<file path="config.mk">
export PLATFORM = sky130hd
export DESIGN_NAME = key_operand_loader
export DESIGN_NICKNAME = d
export VERILOG_FILES = /design/src/rtl/key_operand_loader.sv
export SDC_FILE = /design/constraint.sdc
export NUM_CORES = 1
export LEC_CHECK = 0
export CORE_ASPECT_RATIO = 0.7
export CORE_MARGIN = 1
export CORE_UTILIZATION = 35
export CTS_CLUSTER_SIZE = 40
export DETAILED_ROUTE_END_ITERATION = 10
export GPL_ROUTABILITY_DRIVEN = 1
export HOLD_SLACK_MARGIN = 0.1
export PLACE_DENSITY = 0.61
export SYNTH_ARGS = -nofsm -noshare
export SYNTH_HDL_FRONTEND = slang
export SYNTH_SLANG_ARGS = --single-unit
</file>
<file path="constraint.sdc">
create_clock -name clk -period 2.2 [get_ports clk]
set_clock_uncertainty 0.05 [all_clocks]
set_input_delay 0.33 -clock clk [delete_from_list [all_inputs] [get_ports clk]]
set_output_delay 0.33 -clock clk [all_outputs]
set_load 0.05 [all_outputs]
</file>
<file path="src/rtl/key_operand_loader.sv">
// key_operand_loader
//   Assembles a 32-bit operand from the slide switches using debounced
//   pushbuttons, then offers it downstream with a valid/ready handshake.
//
// Ports
//   clk         system clock; all state changes on its rising edge
//   rst_n       asynchronous active-low reset
//   sw[17:0]    raw switches: [15:0] operand field, [17] quick mode, [16] unused
//   key[3:0]    raw pushbuttons, active-low: 0 load-lo, 1 load-hi, 2 commit, 3 clear
//   data        assembled operand
//   data_valid  operand offered downstream (high exactly while in SEND)
//   data_ready  downstream accepts; transfer when data_valid && data_ready
//   loaded      {hi_loaded, lo_loaded}
//   err         one-cycle pulse on a commit rejected for missing halves
//   xfer_count  completed transfers, wraps 255 -> 0
module key_operand_loader #(
    parameter int unsigned DEBOUNCE_CYCLES = 500000
) (
    input  logic        clk,
    input  logic        rst_n,
    input  logic [17:0] sw,
    input  logic [3:0]  key,
    output logic [31:0] data,
    output logic        data_valid,
    input  logic        data_ready,
    output logic [1:0]  loaded,
    output logic        err,
    output logic [7:0]  xfer_count
);

    localparam int unsigned CNT_W = (DEBOUNCE_CYCLES < 2) ? 1 : $clog2(DEBOUNCE_CYCLES + 1);
    localparam logic [CNT_W-1:0] CNT_LAST = CNT_W'(DEBOUNCE_CYCLES - 1);

    typedef enum logic {
        COLLECT,
        SEND
    } state_t;

    state_t      state, state_n;
    logic [3:0]  key_s1, key_s2;
    logic [16:0] sw_s1, sw_s2;          // {quick, operand[15:0]}
    logic [3:0]  key_db, key_db_d;
    logic [3:0]  press;
    logic [CNT_W-1:0] db_cnt [4];

    logic [31:0] data_n;
    logic        lo_flag, hi_flag, lo_n, hi_n;
    logic        err_n;
    logic [7:0]  cnt_n;

    logic        unused_sw;
    assign unused_sw = sw[16];

    // Two-flop synchronizers; keys idle high (released).
    always_ff @(posedge clk or negedge rst_n) begin
        if (!rst_n) begin
            key_s1 <= '1;
            key_s2 <= '1;
            sw_s1  <= '0;
            sw_s2  <= '0;
        end else begin
            key_s1 <= key;
            key_s2 <= key_s1;
            sw_s1  <= {sw[17], sw[15:0]};
            sw_s2  <= sw_s1;
        end
    end

    // Per-key debounce: the counter runs while the synchronized level differs
    // from the accepted level and clears as soon as they agree again, so the
    // level is taken only after DEBOUNCE_CYCLES consecutive differing cycles.
    always_ff @(posedge clk or negedge rst_n) begin
        if (!rst_n) begin
            for (int unsigned i = 0; i < 4; i++) begin
                db_cnt[i] <= '0;
            end
            key_db   <= '1;
            key_db_d <= '1;
        end else begin
            key_db_d <= key_db;
            for (int unsigned i = 0; i < 4; i++) begin
                if (key_s2[i] == key_db[i]) begin
                    db_cnt[i] <= '0;
                end else if (db_cnt[i] == CNT_LAST) begin
                    key_db[i] <= key_s2[i];
                    db_cnt[i] <= '0;
                end else begin
                    db_cnt[i] <= db_cnt[i] + 1'b1;
                end
            end
        end
    end

    // Press event on a debounced falling edge only.
    assign press = key_db_d & ~key_db;

    always_comb begin
        state_n = state;
        data_n  = data;
        lo_n    = lo_flag;
        hi_n    = hi_flag;
        err_n   = 1'b0;
        cnt_n   = xfer_count;
        case (state)
            COLLECT: begin
                if (press[3]) begin
                    data_n = '0;
                    lo_n   = 1'b0;
                    hi_n   = 1'b0;
                end else if (press[2]) begin
                    if (lo_flag && hi_flag) begin
                        state_n = SEND;
                    end else begin
                        err_n = 1'b1;
                    end
                end else begin
                    // Lo is applied first so a simultaneous hi load owns [31:16].
                    if (press[0]) begin
                        if (sw_s2[16]) begin
                            data_n = {8'h00, sw_s2[15:0], 8'h00};
                            lo_n   = 1'b1;
                            hi_n   = 1'b1;
                        end else begin
                            data_n[15:0] = sw_s2[15:0];
                            lo_n         = 1'b1;
                        end
                    end
                    if (press[1]) begin
                        data_n[31:16] = sw_s2[15:0];
                        hi_n          = 1'b1;
                    end
                end
            end
            SEND: begin
                // A transfer wins over a coincident clear.
                if (data_ready) begin
                    state_n = COLLECT;
                    lo_n    = 1'b0;
                    hi_n    = 1'b0;
                    cnt_n   = xfer_count + 8'd1;
                end else if (press[3]) begin
                    state_n = COLLECT;
                    data_n  = '0;
                    lo_n    = 1'b0;
                    hi_n    = 1'b0;
                end
            end
        endcase
    end

    always_ff @(posedge clk or negedge rst_n) begin
        if (!rst_n) begin
            state      <= COLLECT;
            data       <= '0;
            lo_flag    <= 1'b0;
            hi_flag    <= 1'b0;
            err        <= 1'b0;
            xfer_count <= '0;
        end else begin
            state      <= state_n;
            data       <= data_n;
            lo_flag    <= lo_n;
            hi_flag    <= hi_n;
            err        <= err_n;
            xfer_count <= cnt_n;
        end
    end

    assign data_valid = (state == SEND);
    assign loaded     = {hi_flag, lo_flag};

endmodule

</file>
==> flow_summary.toml, run 1 <==
[run_status]
status = "completed"

[timing]
finalHoldViolations = 0
slew_viol_final = 0
rsz0062_at_grt = "false"
tns_ps = 0
finalSetupViolCount = 0
period_needed_ps = 2110
setup_slack_ps = 94.9
worst_pin_slew_ps = 1130
fmax_ghz = 0.475
max_slew_margin_pct = 24.0
period_share_pct = 95.7

[final_layout]
fillerInstances = 1863
instances_no_fill = 1005
nNetsFinal = 752
final_util_pct = 44.9
diodes = 0
drive_gt1_share_pct = 13.7
mostFrequentLayoutCells = "dfrtp_1 (154), nor2_1 (75), clkdlybuf4s50_1 (65)"
layout_commonest_cell = "dfrtp_1"
layout-area-overhead-vs-synth_pct = 24.2

[setup_path]
crit_family = "buffers and inverters"
path_class = "flip-flop to output pin"
crit_cells = 1
crit_path_end_kind = "output pin"
rrSetupSlack_ps = 140
arrival_ps = 1730
worst-path-buf-inv = 1
worstSetupStartpointType = "flip-flop"
crit_start = "lo_flag$_DFFE_PN0P_"
timing.rr.end = "key_db[2]$_DFFE_PN1P_"
crit_path_end = "loaded[0]"
rr_worst_depth = 4
timing.rr.start = "db_cnt[30]$_DFF_PN0_"
crit_chain = "clkdlybuf4s50_1"
crit_slowest_cell = "clkdlybuf4s50_1"
critPathMaxFanout = 5
cpPeakStageDelay_ps = 880
crit_required_ps = 1820

[route]
wl_met3_um = 417
dr.pass1.iters = 4
top_layer_used = "met4"
drc = 0
drt_iter0_markers = 339
num_vias = 4952
met2_length_um = 6840
ant_nets = 0
vias_per_cell = 4.93
drt-met1-wl_um = 7260
routedWlPerCell_um = 14.6
wirelength_um = 14700

[clocking]
cts_tree = "done"
clock_latency_ps = 430
numCtsBuffers = 17
path_clk_slew_ps = 70
clock_path_buffers = 2
cts.sinks = 170
postCtsSetupBuffers = 0
htreeDepth = 4
cts_root_buf = "clkbuf_16"

[global_routing]
grt_pass1_vias = 4954
grt_max_degree = 49
globalRouteTotalUtil_pct = 14.9
antenna_found_initial = 0
overflow = 0
grt_pass1_wl_um = 24900

[yosys]
yosysWarnings = 0
ys_types = 48
syn_inst = 635
syn_nets = 665
synth_top_area_share_pct = 53.3
synth_flop_cell = "dfrtp_1"
ys_async_sr_fraction_pct = 100
yosys-top-cells-area = "dfrtp_1 (53%), dfstp_2 (5.8%), nor2_1 (3.9%)"
avgSynthCellArea_um2 = 11.4
ys_seq_area_share_pct = 59.1
synth_area_um2 = 7240
yosysTopAreaCell = "dfrtp_1"
synth_edf_count = 0
ys_ff_latch = 170

[power]
p_per_area_nw_per_um2 = 771
ir_worst_vdd_mv = 0.566
leakage_nw = 3.86

[place]
place_ws_ps = 82.6
place_hpwl_um = 10500
gp_congestion = 0.812
io_buffers = 67
dp_cells = 972

[floorplanning]
die_w_um = 174
die_area_um2 = 21300
core_um2 = 20000
die_h_um = 122
io_pins = 69
initial_core_util_pct = 36.2
rows = 43

[job]
maxCapViolations = 0

[min_path]
hold_path.class = "primary input to flip-flop"
==> power breakdown <==
group	switching [W]	internal [W]
clock	0.00139	0.00175
combinational	0.000305	0.000183
sequential	0.0000710	0.00323
==> cell usage after synthesis, types with 10 or more instances <==
cell type and instances:
inv_1 33, nor2_1 75, o31ai_1 10, a21oi_1 24, clkbuf_1 10, dfstp_2 16, dfrtp_1 154, mux2i_1 24
or3_1 11, xnor2_1 30, nand2_1 42, nand3_1 22, nand4_1 26, mux2_2 22, xor2_1 29, or4_1 11
==> cell families after synthesis <==
| kind of cell | share of synthesized area (%) |
|---|---|
| AO/OA/AOI/OAI | 5.48 |
| buffers and inverters | 3.16 |
| flip-flops | 59.1 |
| adder cells (fa/ha/maj) | 0.865 |
| XOR/XNOR | 7.14 |
| multiplexers | 6.74 |
| AND/OR/NAND/NOR | 17.5 |
==> stage by stage <==
step | hold slack (ps) | power [W] | area, um2
global placement | 224 | 0.00384 | 8340
finish | 273 | 0.00693 | 8990
detailed placement | 229 | 0.00385 | 8340
global route | 259 | 0.00721 | 8990
floorplan | -15.6 | 0.00361 | 7240
CTS | 254 | 0.00703 | 8980
==> layout make-up <==
cell class | count | area (um2) | area share, %
sequential | 170 | 4270 | 47.6
multi-input combinational | 412 | 2740 | 30.5
timing repair buffer | 88 | 880 | 9.79
clock buffer | 17 | 425 | 4.73
tap | 270 | 338 | 3.76
clock inverter | 15 | 206 | 2.30
inverter | 33 | 124 | 1.38
==> how the worst min path moves through the flow <==
stage	cells past startpoint	slack (ps)	to	from
finish	1	270	key_s1[0]$_DFF_PN1_	key[0]
global route	1	260	key_s1[0]$_DFF_PN1_	key[0]
CTS	1	250	key_s1[3]$_DFF_PN1_	key[3]
detailed placement	1	230	db_cnt[69]$_DFF_PN0_	rst_n
global placement	1	220	db_cnt[69]$_DFF_PN0_	rst_n
floorplan	0	-20	data[0]$_DFFE_PN0P_	rst_n
==> metal layers <==
layer	track usage (%)	up-vias
li1	-	2381
met1	20.8	2487
met2	22.9	70
met3	3.35	14
met4	4.88	0
met5	0	-
==> flip-flops by register name, indices dropped and copies added, names as in the netlist <==
name and count:
key_s2 4, sw_s2 17, hi_flag 1, key_s1 4, err 1, lo_flag 1, data 32, db_cnt 76
xfer_count 8, key_db_d 4, key_db 4, sw_s1 17, data_valid 1
==> timing repair <==
item                       in CTS  in global routing
hold buffers                    1                  0
setup endpoints to repair       0                  9
gates resized for setup         0                  1
hold endpoints to repair       38                  0
Power figures use the tool's default switching activity.
==> run 2: changes to the inputs <==
--- a/config.mk
+++ b/config.mk
@@ -16,3 +16,4 @@
 export SYNTH_ARGS = -nofsm -noshare
 export SYNTH_HDL_FRONTEND = slang
 export SYNTH_SLANG_ARGS = --single-unit
+export TNS_END_PERCENT = 1
==> results of run 2 <==
No change in the layout: final DEF, timing and power equal those of run 1.
